[src/rtl/butterfly_pkg.sv]
// Shared types and arithmetic helpers for the radix-2 FFT butterfly.
// Operands are packed complex words: real half on top, imaginary below.
package butterfly_pkg;

    localparam int WIDTH   = 36;
    localparam int HALF_W  = WIDTH / 2;
    localparam int TW_FRAC = HALF_W - 1;
    localparam int PROD_W  = 2 * HALF_W + 1;

    typedef struct packed {
        logic signed [HALF_W-1:0] re;
        logic signed [HALF_W-1:0] im;
    } cplx_t;

    localparam logic signed [PROD_W-1:0] SAT_MAX =
        {{(PROD_W-HALF_W+1){1'b0}}, {(HALF_W-1){1'b1}}};
    localparam logic signed [PROD_W-1:0] SAT_MIN =
        {{(PROD_W-HALF_W+1){1'b1}}, {(HALF_W-1){1'b0}}};
    localparam logic signed [PROD_W-1:0] RND_HALF =
        {{(PROD_W-TW_FRAC){1'b0}}, 1'b1, {(TW_FRAC-1){1'b0}}};

    function automatic logic signed [HALF_W-1:0] sat18(
        input logic signed [PROD_W-1:0] x
    );
        logic signed [HALF_W-1:0] r;
        if (x > SAT_MAX) begin
            r = SAT_MAX[HALF_W-1:0];
        end else if (x < SAT_MIN) begin
            r = SAT_MIN[HALF_W-1:0];
        end else begin
            r = x[HALF_W-1:0];
        end
        return r;
    endfunction

    // Half-up: ties go toward +inf, so -0.5 rounds to 0.
    function automatic logic signed [PROD_W-1:0] rnd_shift(
        input logic signed [PROD_W-1:0] x
    );
        logic signed [PROD_W-1:0] t;
        t = x + RND_HALF;
        return t >>> TW_FRAC;
    endfunction

endpackage

[src/rtl/butterfly_unit_if.sv]
// Operand/result bundle between the FFT stage and one butterfly lane.
// No backpressure: the producer simply flags each operand set valid.
import butterfly_pkg::*;

interface butterfly_unit_if;

    logic             in_valid;
    logic [WIDTH-1:0] a_in;
    logic [WIDTH-1:0] b_in;
    logic [WIDTH-1:0] twiddle_in;
    logic             out_valid;
    logic [WIDTH-1:0] sum_out;
    logic [WIDTH-1:0] diff_out;

    modport master (
        output in_valid,
        output a_in,
        output b_in,
        output twiddle_in,
        input  out_valid,
        input  sum_out,
        input  diff_out
    );

    modport slave (
        input  in_valid,
        input  a_in,
        input  b_in,
        input  twiddle_in,
        output out_valid,
        output sum_out,
        output diff_out
    );

endinterface

[src/rtl/butterfly_unit_complex_mult.sv]
// Registered complex multiply P = W*B with Q1.17 twiddle,
// half-up rounding and 18-bit saturation of each component.
import butterfly_pkg::*;

module complex_mult (
    input  logic  clk,
    input  logic  rst_n,
    input  logic  valid_i,
    input  cplx_t b_i,
    input  cplx_t w_i,
    output logic  valid_o,
    output cplx_t p_o
);

    logic signed [2*HALF_W-1:0] br_x;
    logic signed [2*HALF_W-1:0] bi_x;
    logic signed [2*HALF_W-1:0] wr_x;
    logic signed [2*HALF_W-1:0] wi_x;
    logic signed [2*HALF_W-1:0] p_rr;
    logic signed [2*HALF_W-1:0] p_ii;
    logic signed [2*HALF_W-1:0] p_ri;
    logic signed [2*HALF_W-1:0] p_ir;
    logic signed [PROD_W-1:0]   re_full;
    logic signed [PROD_W-1:0]   im_full;
    cplx_t                      p_d;
    cplx_t                      p_q;
    logic                       valid_q;

    // Operands widened first so each product is a plain 18x18 signed.
    always_comb begin
        br_x    = {{HALF_W{b_i.re[HALF_W-1]}}, b_i.re};
        bi_x    = {{HALF_W{b_i.im[HALF_W-1]}}, b_i.im};
        wr_x    = {{HALF_W{w_i.re[HALF_W-1]}}, w_i.re};
        wi_x    = {{HALF_W{w_i.im[HALF_W-1]}}, w_i.im};
        p_rr    = br_x * wr_x;
        p_ii    = bi_x * wi_x;
        p_ri    = br_x * wi_x;
        p_ir    = bi_x * wr_x;
        re_full = {p_rr[2*HALF_W-1], p_rr}
                - {p_ii[2*HALF_W-1], p_ii};
        im_full = {p_ri[2*HALF_W-1], p_ri}
                + {p_ir[2*HALF_W-1], p_ir};
        p_d.re  = sat18(rnd_shift(re_full));
        p_d.im  = sat18(rnd_shift(im_full));
    end

    always_ff @(posedge clk or negedge rst_n) begin
        if (!rst_n) begin
            valid_q <= 1'b0;
            p_q     <= '0;
        end else begin
            valid_q <= valid_i;
            if (valid_i) begin
                p_q <= p_d;
            end
        end
    end

    assign valid_o = valid_q;
    assign p_o     = p_q;

endmodule

[src/rtl/butterfly_unit.sv]
// Radix-2 DIT butterfly lane: sum = A + W*B, diff = A - W*B.
// Three register stages: capture, complex multiply, add/subtract.
import butterfly_pkg::*;

module butterfly_unit (
    input  logic                  clk,
    input  logic                  rst_n,
    butterfly_unit_if.slave       bus
);

    cplx_t                    a1_q;
    cplx_t                    b1_q;
    cplx_t                    w1_q;
    logic                     v1_q;
    cplx_t                    a2_q;
    cplx_t                    p2;
    logic                     v2;
    cplx_t                    sum_d;
    cplx_t                    diff_d;
    cplx_t                    sum_q;
    cplx_t                    diff_q;
    logic                     v3_q;
    logic signed [HALF_W:0]   sr;
    logic signed [HALF_W:0]   si;
    logic signed [HALF_W:0]   dr;
    logic signed [HALF_W:0]   di;

    always_ff @(posedge clk or negedge rst_n) begin
        if (!rst_n) begin
            v1_q <= 1'b0;
            a1_q <= '0;
            b1_q <= '0;
            w1_q <= '0;
        end else begin
            v1_q <= bus.in_valid;
            if (bus.in_valid) begin
                a1_q <= bus.a_in;
                b1_q <= bus.b_in;
                w1_q <= bus.twiddle_in;
            end
        end
    end

    complex_mult u_cmul (
        .clk     (clk),
        .rst_n   (rst_n),
        .valid_i (v1_q),
        .b_i     (b1_q),
        .w_i     (w1_q),
        .valid_o (v2),
        .p_o     (p2)
    );

    // A rides one stage beside the multiplier to stay aligned with P.
    always_ff @(posedge clk or negedge rst_n) begin
        if (!rst_n) begin
            a2_q <= '0;
        end else if (v1_q) begin
            a2_q <= a1_q;
        end
    end

    always_comb begin
        sr        = {a2_q.re[HALF_W-1], a2_q.re}
                  + {p2.re[HALF_W-1], p2.re};
        si        = {a2_q.im[HALF_W-1], a2_q.im}
                  + {p2.im[HALF_W-1], p2.im};
        dr        = {a2_q.re[HALF_W-1], a2_q.re}
                  - {p2.re[HALF_W-1], p2.re};
        di        = {a2_q.im[HALF_W-1], a2_q.im}
                  - {p2.im[HALF_W-1], p2.im};
        sum_d.re  = sat18(PROD_W'(sr));
        sum_d.im  = sat18(PROD_W'(si));
        diff_d.re = sat18(PROD_W'(dr));
        diff_d.im = sat18(PROD_W'(di));
    end

    always_ff @(posedge clk or negedge rst_n) begin
        if (!rst_n) begin
            v3_q   <= 1'b0;
            sum_q  <= '0;
            diff_q <= '0;
        end else begin
            v3_q <= v2;
            if (v2) begin
                sum_q  <= sum_d;
                diff_q <= diff_d;
            end
        end
    end

    assign bus.out_valid = v3_q;
    assign bus.sum_out   = sum_q;
    assign bus.diff_out  = diff_q;

endmodule

[src/flat_wrapper.sv]
// flat-port wrapper written by rule: the top's interface ports become plain ports
module butterfly_unit_flat 
  (clk, rst_n, bus_in_valid, bus_a_in, bus_b_in, bus_twiddle_in, bus_out_valid, bus_sum_out, bus_diff_out);
  butterfly_unit_if bus_i ();
  input  logic clk;
  input  logic rst_n;
  input wire logic [$bits(bus_i.in_valid)-1:0] bus_in_valid;
  input wire logic [$bits(bus_i.a_in)-1:0] bus_a_in;
  input wire logic [$bits(bus_i.b_in)-1:0] bus_b_in;
  input wire logic [$bits(bus_i.twiddle_in)-1:0] bus_twiddle_in;
  output wire logic [$bits(bus_i.out_valid)-1:0] bus_out_valid;
  output wire logic [$bits(bus_i.sum_out)-1:0] bus_sum_out;
  output wire logic [$bits(bus_i.diff_out)-1:0] bus_diff_out;
  assign bus_i.in_valid = bus_in_valid;
  assign bus_i.a_in = bus_a_in;
  assign bus_i.b_in = bus_b_in;
  assign bus_i.twiddle_in = bus_twiddle_in;
  assign bus_out_valid = bus_i.out_valid;
  assign bus_sum_out = bus_i.sum_out;
  assign bus_diff_out = bus_i.diff_out;
  butterfly_unit u_core (.clk(clk), .rst_n(rst_n), .bus(bus_i));
endmodule
[config.mk]
export PLATFORM = sky130hd
export DESIGN_NAME = butterfly_unit_flat
export DESIGN_NICKNAME = d
export VERILOG_FILES = /design/src/rtl/butterfly_pkg.sv /design/src/rtl/butterfly_unit_if.sv /design/src/rtl/butterfly_unit_complex_mult.sv /design/src/rtl/butterfly_unit.sv /design/src/flat_wrapper.sv
export SDC_FILE = /design/constraint.sdc
export NUM_CORES = 2
export LEC_CHECK = 0
export CAP_MARGIN = 10
export CORE_MARGIN = 4
export CORE_UTILIZATION = 29
export CTS_BUF_LIST = sky130_fd_sc_hd__clkbuf_2
export CTS_CLUSTER_SIZE = 28
export DETAILED_ROUTE_END_ITERATION = 12
export GPL_ROUTABILITY_DRIVEN = 0
export SYNTH_ARGS = -nofsm -noshare
export SYNTH_HDL_FRONTEND = slang
export SYNTH_SLANG_ARGS = --single-unit
[constraint.sdc]
create_clock -name clk -period 7.6 [get_ports clk]
set_input_delay 1.14 -clock clk [delete_from_list [all_inputs] [get_ports clk]]
set_output_delay 1.14 -clock clk [all_outputs]
set_load 0.03 [all_outputs]
---- Word-level counts from Yosys, hierarchy flattened ----
Cells that the tools add are included.
operators by class
  $mul .................................... 4
  $add $sub $neg .......................... 8
  multiplexer cells ....................... 12
  magnitude comparators ................... 12
operators with widths
  cell                                                                    count
  18-bit two-way mux                                                      12
  18-bit by 18-bit multiplier with 36-bit output                          4
  19-bit by 18-bit > comparator with 1-bit output, second input constant  4
  19-bit by 18-bit < comparator with 1-bit output, second input constant  4
  37-bit by 18-bit adder with 37-bit output, second input constant        2
  20-bit by 18-bit > comparator with 1-bit output, second input constant  2
  20-bit by 18-bit < comparator with 1-bit output, second input constant  2
  18-bit by 18-bit adder with 19-bit output                               2
  18-bit by 18-bit subtractor with 19-bit output                          2
  36-bit by 36-bit adder with 37-bit output                               1
  36-bit by 36-bit subtractor with 37-bit output                          1
storage, ports and cells
  bits of input ports ..................... 111
  output and inout bits ................... 73
  register bits ........................... 255

---- Logic depth before layout (Yosys ltp) ----
  depth after elaboration ................. 6
  depth in mapped cells ................... 32

---- By module ----
Synthesis repeated with hierarchy kept, for this count alone.
unflattened totals
  cells, all modules ...................... 6505
  area total of the unflattened synthesis .. 62371.1 um^2
modules (own cells, without submodules)
  module          cells each  seq. area each (um^2)  area each (um^2)  instances
  complex_mult    5381        925.9                  50324.5           1
  butterfly_unit  1124        5455.2                 12046.6           1

---- Worst setup path before layout ----
No wires, ideal clock.
  path kind ............................... flip-flop to flip-flop
  start ................................... register u_core.b1_q[35] (netlist name)
  end ..................................... register u_core.u_cmul.p_q (netlist bit u_core.u_cmul.p_o[15])
  period minus slack after synthesis ...... 7924 ps
  data required time ...................... 7477 ps
  cell stages (with the launch flop) ...... 27
  data arrival time ....................... 7801 ps
  library setup time ...................... 123 ps
  slack ................................... -324 ps
  buffers on the path ..................... 3
  cell sequence ........................... dfrtp_1 clkbuf_1 clkbuf_1 nand2_1 inv_1 fa_1 fa_1 fa_1 fa_1 fa_1 fa_1 fa_1 inv_1 fa_1 inv_1 ha_1 a21o_1 a22oi_1 a21oi_1 a211o_1 nor4_4 o31ai_2 xnor2_1 a21oi_4 nor2b_1 buf_4 a21oi_1
between the ends
  longest elaborated chain between the ends .. 6
  elaborated cells between the ends (all ways) .. 7
  those cells by class .................... add/sub (2); mul (1); order compare (2); mux (2)
RTL lines
  what                                                line                               RTL
  from (decl)                                         butterfly_unit.sv:12               cplx_t b1_q;
  from (signal assigned)                              butterfly_unit.sv:38               b1_q <= bus.b_in;
  18-bit by 18-bit multiplier with 36-bit output (*)  butterfly_unit_complex_mult.sv:37  p_ri = br_x * wi_x;
  36-bit by 36-bit adder with 37-bit output (*)       butterfly_unit_complex_mult.sv:42  + {p_ir[2*HALF_W-1], p_ir};
  37-bit by 18-bit adder with 37-bit output (*)       butterfly_pkg.sv:41                t = x + RND_HALF;
  20-bit by 18-bit < comparator with 1-bit output     butterfly_pkg.sv:28                end else if (x < SAT_MIN) begin
  18-bit two-way mux                                  butterfly_pkg.sv:28
  18-bit two-way mux (*)                              butterfly_pkg.sv:26                if (x > SAT_MAX) begin
  to (signal assigned)                                butterfly_unit_complex_mult.sv:54  p_q <= p_d;
  to (decl)                                           butterfly_unit_complex_mult.sv:26  cplx_t p_q;
Mark *: on every way between the ends. The rest lies on a longest branch, timed or not.
A chain may end at the register's enable or synchronous reset.

---- Final worst setup path ----
  start ................................... register u_core.b1_q[17] (netlist name)
  end ..................................... register u_core.u_cmul.p_q (netlist bit u_core.u_cmul.p_o[31])
between the ends
  longest elaborated chain between the ends .. 6
  elaborated cells between the ends (all ways) .. 7
  those cells by class .................... add/sub (2); mul (1); order compare (2); mux (2)
RTL lines
  what                                                line                               RTL
  18-bit by 18-bit multiplier with 36-bit output (*)  butterfly_unit_complex_mult.sv:36  p_ii = bi_x * wi_x;
  36-bit by 36-bit subtractor with 37-bit output (*)  butterfly_unit_complex_mult.sv:40  - {p_ii[2*HALF_W-1], p_ii};
  37-bit by 18-bit adder with 37-bit output (*)       butterfly_pkg.sv:41
  20-bit by 18-bit < comparator with 1-bit output     butterfly_pkg.sv:28
  18-bit two-way mux                                  butterfly_pkg.sv:28
  18-bit two-way mux (*)                              butterfly_pkg.sv:26
Marked as above.

==> qor.json <==
{
  "run_status": {"value": "complete, but fails checks"},
  "violations": {"value": "negative setup slack"},
  "grt_start_max_net_pins": {"value": 100},
  "die_height": {"value": 469.4, "unit": "µm"},
  "fin_setup_tns": {"value": -4617, "unit": "ps"},
  "grt.total_usage": {"value": 16.81, "unit": "%"},
  "layout-area-overhead-vs-synth": {"value": 19.01, "unit": "%"},
  "overflow": {"value": 0},
  "required": {"value": 8710, "unit": "ps"},
  "syn_nets": {"value": 8390},
  "timing.critical_path.slowest_cell_delay": {"value": 570, "unit": "ps"},
  "floorplan.die_area": {"value": 220300, "unit": "µm²"},
  "slew_headroom": {"value": 35.60, "unit": "%"},
  "layout-drive-gt1-share": {"value": 15.76, "unit": "%"},
  "first_global_vias": {"value": 50564},
  "cts_tree": {"value": "built"},
  "setup_slack": {"value": -204.8, "unit": "ps"},
  "insertion_delay_of_the_later_clocked_pin_in_the_worst_skew_pair": {"value": 1330, "unit": "ps"},
  "worstSetupPathType": {"value": "reg -> reg"},
  "primary_flip_flop_cell_chosen_by_synthesis_mapping": {"value": "dfrtp_1"},
  "final_period_minus_worst_setup_slack": {"value": 7805, "unit": "ps"},
  "worst-r2r-setup-slack": {"value": -200, "unit": "ps"},
  "design.portCount": {"value": 184},
  "cts_max_path_buffers": {"value": 3},
  "die-width": {"value": 469.4, "unit": "µm"},
  "worst_pin_slew": {"value": 964.9, "unit": "ps"},
  "antenna_found_initial": {"value": 22},
  "start_util": {"value": 29.14, "unit": "%"},
  "number_of_enable_type_register_cells_in_the_synthesized_netlist": {"value": 0},
  "hold_class": {"value": "in -> reg"},
  "ys_warn_count": {"value": 0},
  "post-route-drc-count": {"value": 0},
  "mappedNetlistArea": {"value": 61730, "unit": "µm²"},
  "h-tree-depth": {"value": 3},
  "rsz0062_at_grt": {"value": "true"},
  "synth.cells.most_frequent": {"value": "1648 x inv_1, 1473 x fa_1, 778 x nand2_1, 520 x and2_1, 386 x ha_1"},
  "yosys.area.top_type": {"value": "fa_1"},
  "design.core.area": {"value": 211900, "unit": "µm²"},
  "max_cap_violations": {"value": 0},
  "yosys-top-cells-area": {"value": "fa_1 48%, dfrtp_1 10%, inv_1 10%"},
  "fp-row-count": {"value": 169},
  "routed_wl": {"value": 182600, "unit": "µm"},
  "clock_tree.root_cell": {"value": "clkbuf_2"},
  "ant_nets": {"value": 0},
  "place_area": {"value": 71080, "unit": "µm²"},
  "detailroute.via_count": {"value": 44560},
  "io_buffers": {"value": 183},
  "synth_sequential_area_ratio": {"value": 10.34, "unit": "%"},
  "postSynth.asyncResetShare": {"value": 100.0, "unit": "%"},
  "wire_per_inst": {"value": 18.61, "unit": "µm"},
  "fin_skew": {"value": 87.89, "unit": "ps"},
  "slew_viol_final": {"value": 0},
  "cts.sink_count": {"value": 255},
  "synthCells": {"value": 6420},
  "netlist.area_leader.share": {"value": 47.77, "unit": "%"},
  "critical_path.endpoint_type": {"value": "flip-flop"},
  "synth_cell_types": {"value": 87},
  "post-place-ws": {"value": -403.6, "unit": "ps"},
  "dp_hpwl": {"value": 154300, "unit": "µm"},
  "dp.cells": {"value": 9614},
  "drt_pre_antenna_iters": {"value": 5},
  "postSynthRegisterBits": {"value": 255},
  "final-instance-count-excl-fill": {"value": 9816},
  "avgSynthCellArea": {"value": 9.616, "unit": "µm²"},
  "synth_most_common_cell": {"value": "inv_1"},
  "fin_area": {"value": 73470, "unit": "µm²"},
  "layout.nets": {"value": 8906},
  "max_freq": {"value": 0.1281, "unit": "GHz"},
  "grt_pass1_wl": {"value": 291500, "unit": "µm"},
  "setup_viol": {"value": 33},
  "crit_path_top_delay_cell": {"value": "fa_2"},
  "critical_path_arrival": {"value": 8910, "unit": "ps"},
  "route.detailed.vias_per_inst": {"value": 4.540},
  "startpoint_type": {"value": "flip-flop"},
  "clkSlewWorstSetupHoldPaths": {"value": 110, "unit": "ps"},
  "dr.first_iter.drc_count": {"value": 2294},
  "critical_path.most_common_cell": {"value": "fa_1"},
  "critical_path.max_fanout": {"value": 5},
  "final.period_utilization": {"value": 102.7, "unit": "%"},
  "cts_buffers": {"value": 75},
  "final_hold_viol_count": {"value": 0}
}
-- registers in the layout, indices dropped and copies added (netlist names) --
register and count:
u_core.a1_q 36, u_core.a2_q 36, u_core.b1_q 36, u_core.bus.diff_out 36
u_core.bus.sum_out 36, u_core.u_cmul.p_o 36, u_core.w1_q 36, u_core.bus.out_valid 1
u_core.u_cmul.valid_o 1, u_core.v1_q 1
-- cell type report --
cell class	instances	area, µm²
antenna	8	20.02
sequential	255	6402
tap	2821	3530
clock inverter	30	136.4
multi-input combinational	4173	48690
timing repair buffer	783	8005
clock buffer	98	490.5
fill	21380	138400
inverter	1648	6192
-- path summary, 6_finish.rpt --
check                                                        start                            endpoint  cells past startpoint
worst max-delay path                   u_core.b1_q[17]$_DFFE_PN0P_   u_core.u_cmul.p_o[31]$_DFFE_PN0P_                     30
max in group asynchronous                                    rst_n         u_core.w1_q[18]$_DFFE_PN0P_                      3
worst min register to register  u_core.bus.sum_out[11]$_DFFE_PN0P_  u_core.bus.sum_out[11]$_DFFE_PN0P_                      1
worst max register to register         u_core.b1_q[17]$_DFFE_PN0P_   u_core.u_cmul.p_o[31]$_DFFE_PN0P_                     30
min in group asynchronous                                    rst_n         u_core.a2_q[35]$_DFFE_PN0P_                      2
worst min-delay path                                  bus_in_valid               u_core.v1_q$_DFF_PN0_                      1
-- stage by stage --
stage               utilization (%)  hold WS [ps]
floorplan                         -         351.9
global placement              33.55         480.9
detailed placement            33.55         486.3
CTS                           34.37         173.6
global route                  34.67         272.0
finish                        34.68         328.6
-- logic make-up after synthesis --
| kind of cell | after synthesis | share of synthesized area [%] |
|---|---|---|
| buffers and inverters | 1992 | 12.23 |
| adders and majority gates | 1859 | 55.59 |
| and+or+nand+nor | 1646 | 12.77 |
| AOI/OAI and AO/OA | 390 | 4.508 |
| DFF | 255 | 10.34 |
| muxes | 146 | 2.689 |
| xor gates and xnor gates | 132 | 1.885 |
-- layout by cell type (no fill, tap or decap), types with 9 or more instances in the layout --
master and n:
buf_4 451, a31oi_1 9, ha_4 20, inv_2 26, dfrtp_2 11, clkinv_1 20
o21ai_1 19, nand2b_1 45, a22o_1 15, xnor2_1 105, o22a_1 30, a21oi_1 84
nand2_1 771, nor3_1 26, ha_1 363, o21bai_1 11, dfrtp_1 242, inv_1 1621
a21o_1 22, nor2_1 182, buf_12 109, clkdlybuf4s50_1 181, a21oi_2 23, and2_1 511
fa_2 55, a311oi_1 13, o221ai_2 16, xor2_1 23, nand3_1 11, buf_6 28
nor2b_1 20, o21ai_0 45, clkbuf_2 98, mux2_2 139, o21a_1 18, and2_4 9
fa_1 1418
-- worst max-delay path: cells and delay by family (launching register included) --
family | cells | cell delay, ps
flops | 1 | 460
simple gates | 2 | 330
fa+ha+maj | 9 | 4250
buf+inv | 11 | 1030
compound gates | 8 | 1540
-- timing repair --
| action | CTS | global route |
|---|---|---|
| hold endpoints to repair | 96 | 0 |
| hold buffers | 1 | 0 |
| pin swaps | 62 | 118 |
| buffers inserted | 35 | 25 |
| cloned | 8 | 2 |
| resized for setup | 158 | 119 |
| setup endpoints to repair | 36 | 36 |
-- per-layer routing --
layer / routed length (µm) / vias to the layer above / track usage [%]
li1: - / 19694 / -
met5: 77 / - / 0
met3: 9126 / 365 / 2.588
met1: 76480 / 23280 / 21.25
met2: 90650 / 1209 / 29.39
met4: 6296 / 12 / 5.388
Power is not shown: default switching activity piles up to over one toggle a cycle in this logic, so the estimate is an artifact.
